--- config.mk ---
export PLATFORM = sky130hd
export DESIGN_NAME = header_framer
export DESIGN_NICKNAME = d
export VERILOG_FILES = /design/src/rtl/header_framer.sv
export SDC_FILE = /design/constraint.sdc
export NUM_CORES = 1
export LEC_CHECK = 0
export CAP_MARGIN = 20
export CORE_AREA = 8 8 73 75
export CTS_CLUSTER_DIAMETER = 80
export DETAILED_ROUTE_END_ITERATION = 12
export DIE_AREA = 0 0 81 83
export PLACE_DENSITY = 0.75
export SYNTH_ARGS = -nofsm -noshare
export SYNTH_HDL_FRONTEND = slang
export SYNTH_SLANG_ARGS = --single-unit
--- constraint.sdc ---
create_clock -name clk_i -period 2.1 [get_ports clk_i]
set_input_delay 0.42 -clock clk_i [delete_from_list [all_inputs] [get_ports clk_i]]
set_output_delay 0.42 -clock clk_i [all_outputs]
set_load 0.005 [all_outputs]
--- src/rtl/header_framer.sv ---
// header_framer: prefixes each frame with two header bytes and packs
// PackedNum pixel elements (LSB-first) into each output byte.
module header_framer #(
    parameter int unsigned UnpackedWidth  = 1,
    parameter int unsigned PackedNum      = 8,
    parameter int unsigned BusWidth       = 8,
    parameter int unsigned PacketLenElems = 76800,
    parameter logic [BusWidth-1:0] HeaderByte0 = 8'hA5,
    parameter logic [BusWidth-1:0] HeaderByte1 = 8'h5A
) (
    input  logic                     clk_i,
    input  logic                     rst_i,
    input  logic [UnpackedWidth-1:0] unpacked_i,
    input  logic                     valid_i,
    output logic                     ready_o,
    output logic [BusWidth-1:0]      data_o,
    output logic                     valid_o,
    input  logic                     ready_i
);

    localparam int unsigned SlotW  = (PackedNum > 1) ? $clog2(PackedNum) : 1;
    localparam int unsigned ElemW  = (PacketLenElems > 1) ? $clog2(PacketLenElems) : 1;
    localparam int unsigned TopLsb = (PackedNum - 1) * UnpackedWidth;
    localparam logic [SlotW-1:0] LastSlot = SlotW'(PackedNum - 1);
    localparam logic [ElemW-1:0] LastElem = ElemW'(PacketLenElems - 1);

    typedef enum logic [1:0] {
        HDR0,
        HDR1,
        PAYLOAD
    } state_t;

    state_t              state_q, state_d;
    logic [SlotW-1:0]    slot_q, slot_d;
    logic [ElemW-1:0]    elem_q, elem_d;
    logic [BusWidth-1:0] pack_q, pack_d;
    logic [BusWidth-1:0] merged;
    logic [BusWidth-1:0] load_data;
    logic                load;
    logic                free;
    logic                accept;

    // Output register can take a new byte when empty or draining this cycle
    always_comb begin
        free    = !valid_o || ready_i;
        ready_o = (state_q == PAYLOAD) && ((slot_q != LastSlot) || free);
        accept  = valid_i && ready_o;
        merged  = pack_q;
        merged[TopLsb +: UnpackedWidth] = unpacked_i;
    end

    // Next-state, counter and pack-register logic
    always_comb begin
        state_d   = state_q;
        slot_d    = slot_q;
        elem_d    = elem_q;
        pack_d    = pack_q;
        load      = 1'b0;
        load_data = '0;
        case (state_q)
            HDR0: begin
                if (free) begin
                    load      = 1'b1;
                    load_data = HeaderByte0;
                    state_d   = HDR1;
                end
            end
            HDR1: begin
                if (free) begin
                    load      = 1'b1;
                    load_data = HeaderByte1;
                    state_d   = PAYLOAD;
                end
            end
            PAYLOAD: begin
                if (accept) begin
                    if (slot_q == LastSlot) begin
                        load      = 1'b1;
                        load_data = merged;
                        slot_d    = '0;
                        pack_d    = '0;
                    end else begin
                        pack_d[slot_q*UnpackedWidth +: UnpackedWidth] = unpacked_i;
                        slot_d = slot_q + 1'b1;
                    end
                    if (elem_q == LastElem) begin
                        elem_d  = '0;
                        slot_d  = '0;
                        state_d = HDR0;
                    end else begin
                        elem_d = elem_q + 1'b1;
                    end
                end
            end
            default: state_d = HDR0;
        endcase
    end

    // State, counters and pack register
    always_ff @(posedge clk_i or posedge rst_i) begin
        if (rst_i) begin
            state_q <= HDR0;
            slot_q  <= '0;
            elem_q  <= '0;
            pack_q  <= '0;
        end else begin
            state_q <= state_d;
            slot_q  <= slot_d;
            elem_q  <= elem_d;
            pack_q  <= pack_d;
        end
    end

    // Output register: load replaces a draining byte, otherwise a handshake empties it
    always_ff @(posedge clk_i or posedge rst_i) begin
        if (rst_i) begin
            data_o  <= '0;
            valid_o <= 1'b0;
        end else if (load) begin
            data_o  <= load_data;
            valid_o <= 1'b1;
        end else if (ready_i) begin
            valid_o <= 1'b0;
        end
    end

endmodule

# After elaboration in Yosys (flattened, before gate mapping)
# Index checks and enable logic that the tools add are counted.
# word_totals
register_bits	39
in_bits	5
output_inout_bits	10
elab_cells	51
# op_classes
n_addsub	3
eq_ne	9
n_shift	2
mux	21
reduce_logical	10
# op_table
op	count
negation 3 -> 34 bit	1
variable shift 1 x 34 -> 8 bit, first input constant	1
indexed part select 1 x 34 -> 8 bit	1
two-way mux 8 bit	4
one-hot mux 8 bit (3 select lines)	1
adder 17 x 1 -> 17 bit, second input constant	1
equality test 17 bit, second input constant	1
two-way mux 17 bit	1
bitwise mux 8 bit	1
two-way mux 2 bit	4
two-way mux 7 bit	1
two-way mux 3 bit	2
inequality test 2 bit, second input constant	3
one-hot mux 2 bit (3 select lines)	1
two-way mux 1 bit	5
AND reduction 4 bit	1
adder 3 x 1 -> 3 bit, second input constant	1
equality test 3 bit, second input constant	1
inequality test 3 bit, second input constant	1
equality test 2 x 1 -> 1 bit, second input constant	1
equality test 2 bit, second input constant	1
logical AND 1 bit	2
logical NOT 2 bit	1
logical OR 1 bit	2
other kinds (6)	6

# Depth between registers and ports, before layout
# Gate-level depths: netlist of the first run.
# logic_depth
depth_word	8
mapped_depth	8
depth_no_buf	7

# Least setup slack after synthesis of the first run
# OpenSTA, ideal clock, no wires.
# synth_path
path_type	reg-to-reg
startpoint	reg slot_q[0]
endpoint	reg elem_q[15]
setup_ps	79
t_arrival_ps	1924
required_time_ps	2021
path_slack_ps	97
stages_incl_launch_ff	9
n_path_buf	2
synth_period_minus_slack_ps	2003
cell_sequence	dfrtp_1 ha_1 ha_1 buf_2 and3b_1 buf_2 nor4_4 nor3b_2 xor2_1
# synth_between
elab_chain_len	5
# synth_rtl
element	line_no	rtl
start, declared	34	logic [SlotW-1:0] slot_q, slot_d;
start signal, assigned	108	slot_q <= slot_d;
inequality test 3 bit	46	ready_o = (state_q == PAYLOAD) && ((slot_q != LastSlot) || free);
logical OR 1 bit	46	
logical AND 1 bit	46	
logical AND 1 bit	47	accept = valid_i && ready_o;
AND reduction 2 bit (no source line)	-	
end signal, assigned	109	elem_q <= elem_d;
end, declared	35	logic [ElemW-1:0] elem_q, elem_d;
# No other way between the ends.
# A chain may end at the register's enable or synchronous reset.

# Worst setup path in the final report of the first run
# layout_path
startpoint	reg slot_q[0]
endpoint	out ready_o
# layout_between
elab_chain_len	3
# layout_rtl
element	line_no	rtl
inequality test 3 bit	46	
logical OR 1 bit	46	
logical AND 1 bit	46	
end, declared	15	output logic ready_o,
# No other way between the ends.

==> flow_summary.yaml, run 1 <==
floorplanning:
  fp.dieW_um: 81
  die_h_um: 83
  start_util: 0.4857
  coreArea_um2: 4204
  ioPinCount: 15
  rows: 24
  dieArea_um2: 6723
pwr:
  power-per-cell-area_nw_per_um2: 1110
  p_total_mw: 2.644
  leakage_nw: 1.080
  vdd_drop_max_v: 0.0003742
sta:
  hold_viol_final: 0
  setup_viol: 0
  slew_headroom: 0.6853
  fin_crit_ps: 1991
  drv_slew: 0
  fmax_mhz: 502.2
  fin_crit_sh: 0.9482
  rsz0062_at_grt: "false"
  worstMarginPinSlew_ps: 472.1
  setup_tns_ps: 0
  skew_ps: 8.911
run:
  cap_violations: 0
clocking:
  clkLatencyLatePin_ps: 290
  clkTransAtPathRegs_ps: 80
  h-tree-depth: 2
  cts_sinks: 38
  cts-root-buf: "clkbuf_8"
  clockBufferDepth: 2
  numCtsBuffers: 5
  cts_tree: "yes"
global_routing:
  grtUsageTotal: 0.1328
  grt_max_degree: 39
  antenna_found_initial: 0
  grt_pass1_wl_um: 7217
  grt-ovfl-total: 0
  grt_pass1_vias: 1504
place:
  placed_cells: 284
  dp_hpwl_um: 2973
  io_buffers: 14
  place_congestion: 0.8286
route:
  drt-initial-drc-count: 82
  via_per_inst: 5.474
  drc_errors: 0
  antenna_left: 0
  dr_total_vias: 1593
  drt_wl_total_um: 4066
  first_pass_iters: 4
  wire_per_inst_um: 13.97
logic_synthesis:
  synth_ff_type: "dfrtp_1"
  syn_area_um2: 2042
  synthCells: 213
  syn_nets: 223
  yosysSeqAreaShare: 0.4657
  ys_types: 46
  synth_edf_count: 0
  synth_warnings: 0
  synth_area_per_cell_um2: 9.587
  postSynth.asyncResetShare: 1.000
  ys_seq_elements: 38
finish:
  final_cell_mix: "dfrtp_1, nand2_1, nor2_1"
  nNetsFinal: 249
  diodes: 0
  layout_commonest_cell: "dfrtp_1"
  layout.cells.non_filler: 291
  fill_cells: 360
  drive_gt1_frac: 0.1213
  area_delta_synth_final_pct: 16.67
worst_setup_path:
  critPathRequiredTime_ps: 1680
  path_class: "reg2out"
  cp-start-kind: "flop"
  cp_max_fo: 4
  arrival_ps: 1570
  cp-end-kind: "primary output"
run_status:
  outcome: "completed"
hold_path:
  hold_path_class: "reg2reg"
## state kept, by name, indices dropped and copies added, names as in the netlist
register  cells
pack_q        7
state_q       2
data_o        8
elem_q       17
slot_q        3
valid_o       1
## Yosys cell counts (6+ instances only)
master / number / area, um^2
dfrtp_1: 38 / 950.9
nand2_1: 26 / 97.59
nor2_1: 20 / 75.07
a21oi_1: 11 / 55.05
inv_1: 9 / 33.78
xnor2_1: 9 / 78.83
nand3_1: 8 / 40.04
nand4_1: 8 / 50.05
mux2i_1: 7 / 70.07
o22ai_1: 6 / 37.54
## critical path: stages (launching register included)
cell	delay, ps
dfrtp_1	380
ha_1	200
ha_2	200
and3b_1	190
nor2_1	70
dlygate4sd2_1	230
## area by class of cell
type | count | area, um^2 | share of cell area
multi-input combinational | 159 | 1025 | 0.4301
sequential | 38 | 950.9 | 0.3992
timing repair buffer | 26 | 229.0 | 0.09611
clock buffer | 5 | 68.82 | 0.02889
tap | 52 | 65.06 | 0.02731
inverter | 9 | 33.78 | 0.01418
clock inverter | 2 | 10.01 | 0.004202
## report_power, final
part	internal, mW	total [mW]	switching (mW)
clock	0.223	0.479	0.256
combinational	0.514	1.04	0.523
sequential	0.930	1.13	0.198
total	1.67	2.64	0.977
## path summary, 6_finish.rpt
check	from	slack, ps	cells after the start	end
max	slot_q[0]	110	5	ready_o
min	elem_q[6]	500	1	elem_q[6]
max reg2reg	slot_q[0]	110	7	elem_q[15]
min reg2reg	elem_q[6]	500	1	elem_q[6]
max in group asynchronous	rst_i	1230	3	pack_q[0]
min in group asynchronous	rst_i	540	3	elem_q[5]
## metrics by stage
stage	util	hold slack, ps	setup slack, ps	area [um^2]
after CTS	0.5667	498.3	85.35	2382
after global routing	0.5667	537.0	2.561	2382
after detailed placement	0.5476	485.5	-66.37	2302
final	0.5667	500.5	108.7	2382
after floorplan	-	456.2	97.09	2042
after global placement	0.5476	481.6	-17.88	2302
## metal layers
metal | routed length, um | global-route usage | vias to the layer above
met5 | 0 | 0 | -
met2 | 1727 | 0.1781 | 33
met1 | 2052 | 0.1925 | 748
li1 | - | - | 805
met4 | 82 | 0.05854 | 0
met3 | 204 | 0.03448 | 7
## cells by family (layout without fill, tap and decap cells)
| group | count (synthesis) | in the layout | share of synthesized area |
|---|---|---|---|
| AND/OR/NAND/NOR | 99 | 99 | 0.2782 |
| flip-flops | 38 | 38 | 0.4657 |
| AO/OA/AOI/OAI | 36 | 36 | 0.1060 |
| buffers and inverters | 16 | 42 | 0.03370 |
| XOR/XNOR | 12 | 12 | 0.05148 |
| multiplexers | 7 | 7 | 0.03432 |
| adder cells (fa/ha/maj) | 5 | 5 | 0.03064 |
## repair_timing
action | CTS | global route
resized for setup | 2 | 0
hold buffers | 0 | 0
setup endpoints to repair | 1 | 0
setup buffers | 0 | 0
(Power assumes the default switching activity.)
==> run 2: changes to the inputs <==
CORE_AREA = 8 8 70 72   (was 8 8 73 75)
DIE_AREA = 0 0 78 80   (was 0 0 81 83)
DONT_BUFFER_PORTS = 1   (was default)
PLACE_DENSITY = 0.76   (was 0.75)
==> run 2 against run 1 <==
Net effect:
- clock skew down 3.8 ps
- core utilization hardly changed
- worst hold slack worse by 370 ps
- critical endpoint unchanged
- highest routed layer unchanged
==> flow_summary.yaml, run 2 (same netlist as run 1, synthesis figures left out) <==
sta:
  skew_ps: 5.123
  hold_viol_final: 0
  whs_ps: 133.5
  worstMarginPinSlew_ps: 452.9
  fin_crit_ps: 1983
  slew_headroom: 0.6938
  drv_slew: 0
  setup_viol: 0
  setup_tns_ps: 0
  fmax_mhz: 504.4
  setup_slack_ps: 117.4
  rsz0062_at_grt: "false"
  fin_crit_sh: 0.9441
clocking:
  h-tree-depth: 2
  cts_tree: "yes"
  cts-hold-fix-buffers: 0
  clkTransAtPathRegs_ps: 70
  cts_setup_buffers: 0
  clkLatencyLatePin_ps: 280
  cts_sinks: 38
  cts-root-buf: "clkbuf_8"
  cts_resized: 0
  clockBufferDepth: 2
  numCtsBuffers: 5
route:
  first_pass_iters: 4
  dr_total_vias: 1573
  drc_errors: 0
  met3_length_um: 228
  routed.top_layer: "met4"
  drt-initial-drc-count: 103
  drt_wl_total_um: 4059
  wl_met1_um: 1910
  dr_wl_met2_um: 1878
  wire_per_inst_um: 15.15
  via_per_inst: 5.869
  antenna_left: 0
global_routing:
  grt_pass1_vias: 1466
  antenna_found_initial: 0
  grtUsageTotal: 0.1370
  grt-ovfl-total: 0
  grt_max_degree: 39
  grt_pass1_wl_um: 6989
worst_setup_path:
  critPathRequiredTime_ps: 1680
  cp-start-kind: "flop"
  r2r_cells: 6
  arrival_ps: 1560
  path_class: "reg2out"
  cp_max_fo: 6
  r2r_end: "elem_q[15]"
  r2r_setup_slack_ps: 140
  r2r-start: "slot_q[0]"
  cp-end-kind: "primary output"
pwr:
  power-per-cell-area_nw_per_um2: 1131
  swShare: 0.3850
  switchingPower_uw: 951.5
  leakage_nw: 0.9919
  combPwrFrac: 0.352
  seqPwrFrac: 0.460
  p_total_mw: 2.471
  vdd_drop_max_v: 0.0004262
  cell_internal_pwr_mw: 1.520
  power.share.clock: 0.187
run:
  cap_violations: 0
hold_path:
  hold_path_class: "in2async"
finish:
  layout.cells.non_filler: 268
  largestRegisters: "elem_q x17, data_o x8, pack_q x7"
  largest_reg_flops: 17
  layout_commonest_cell: "dfrtp_1"
  regMostFlops: "elem_q"
  regArea_um2: 950.9
  final_cell_mix: "dfrtp_1, nand2_1, nor2_1"
  area_delta_synth_final_pct: 7.047
  fill_cells: 323
  multi_input_area_um2: 1022
  nNetsFinal: 228
  drive_gt1_frac: 0.09633
  diodes: 0
floorplanning:
  coreArea_um2: 3856
  fp.dieW_um: 78
  die_h_um: 80
  ioPinCount: 15
  dieArea_um2: 6240
  rows: 23
  start_util: 0.5295
run_status:
  outcome: "completed"
place:
  io_buffers: 0
  dp_hpwl_um: 2976
  pre_cts_ws_ps: 123.0
  placed_cells: 261
  place_congestion: 0.8671
## run 2: changes by cell type in the layout (fill, tap and decap cells not counted), sizes merged
cell and delta:
clkdlybuf4s50 -13, buf -7, dlygate4sd2 -1
## run 2: per-layer routing
| metal | vias up | track usage |
|---|---|---|
| li1 | 770 | - |
| met1 | 772 | 0.1861 |
| met2 | 29 | 0.2080 |
| met3 | 2 | 0.03829 |
| met4 | 0 | 0.03889 |
| met5 | - | 0 |
## run 2: worst max-delay path, stage by stage, from the launching register on
cell and delay (ps):
dfrtp_1 420, ha_1 210, ha_1 200, and3b_1 260
nor2_1 190
## run 2: cell type report
| class | instances | area share |
|---|---|---|
| Clock inverter | 2 | 0.004579 |
| Sequential cell | 38 | 0.4350 |
| Inverter | 9 | 0.01546 |
| Timing Repair Buffer | 5 | 0.01717 |
| Clock buffer | 5 | 0.03148 |
| Multi-Input combinational cell | 159 | 0.4677 |
| Tap cell | 50 | 0.02862 |
## run 2: how the worst max path moves through the flow
| stage | cells past startpoint | to | from |
|---|---|---|---|
| floorplan | 8 | elem_q[15] | slot_q[0] |
| detailed placement | 6 | elem_q[15] | slot_q[0] |
| global placement | 6 | elem_q[15] | slot_q[0] |
| global route | 4 | ready_o | slot_q[0] |
| finish | 4 | ready_o | slot_q[0] |
| CTS | 4 | ready_o | slot_q[0] |
## run 2: stage by stage
step                utilization  cell area, um^2
finish                   0.5668             2186
floorplan                     -             2042
CTS                      0.5668             2186
global placement         0.5464             2107
global route             0.5668             2186
detailed placement       0.5464             2107
## run 2: power groups by stage
stage	Combinational (mW)	Sequential [mW]	Clock [mW]
3_3_place_gp	0.846	1.14	0
4_1_cts	0.870	1.14	0.476
2_1_floorplan	0.703	1.09	0
3_5_place_dp	0.861	1.15	0
6_report	0.871	1.14	0.462
5_1_grt	0.978	1.17	0.516
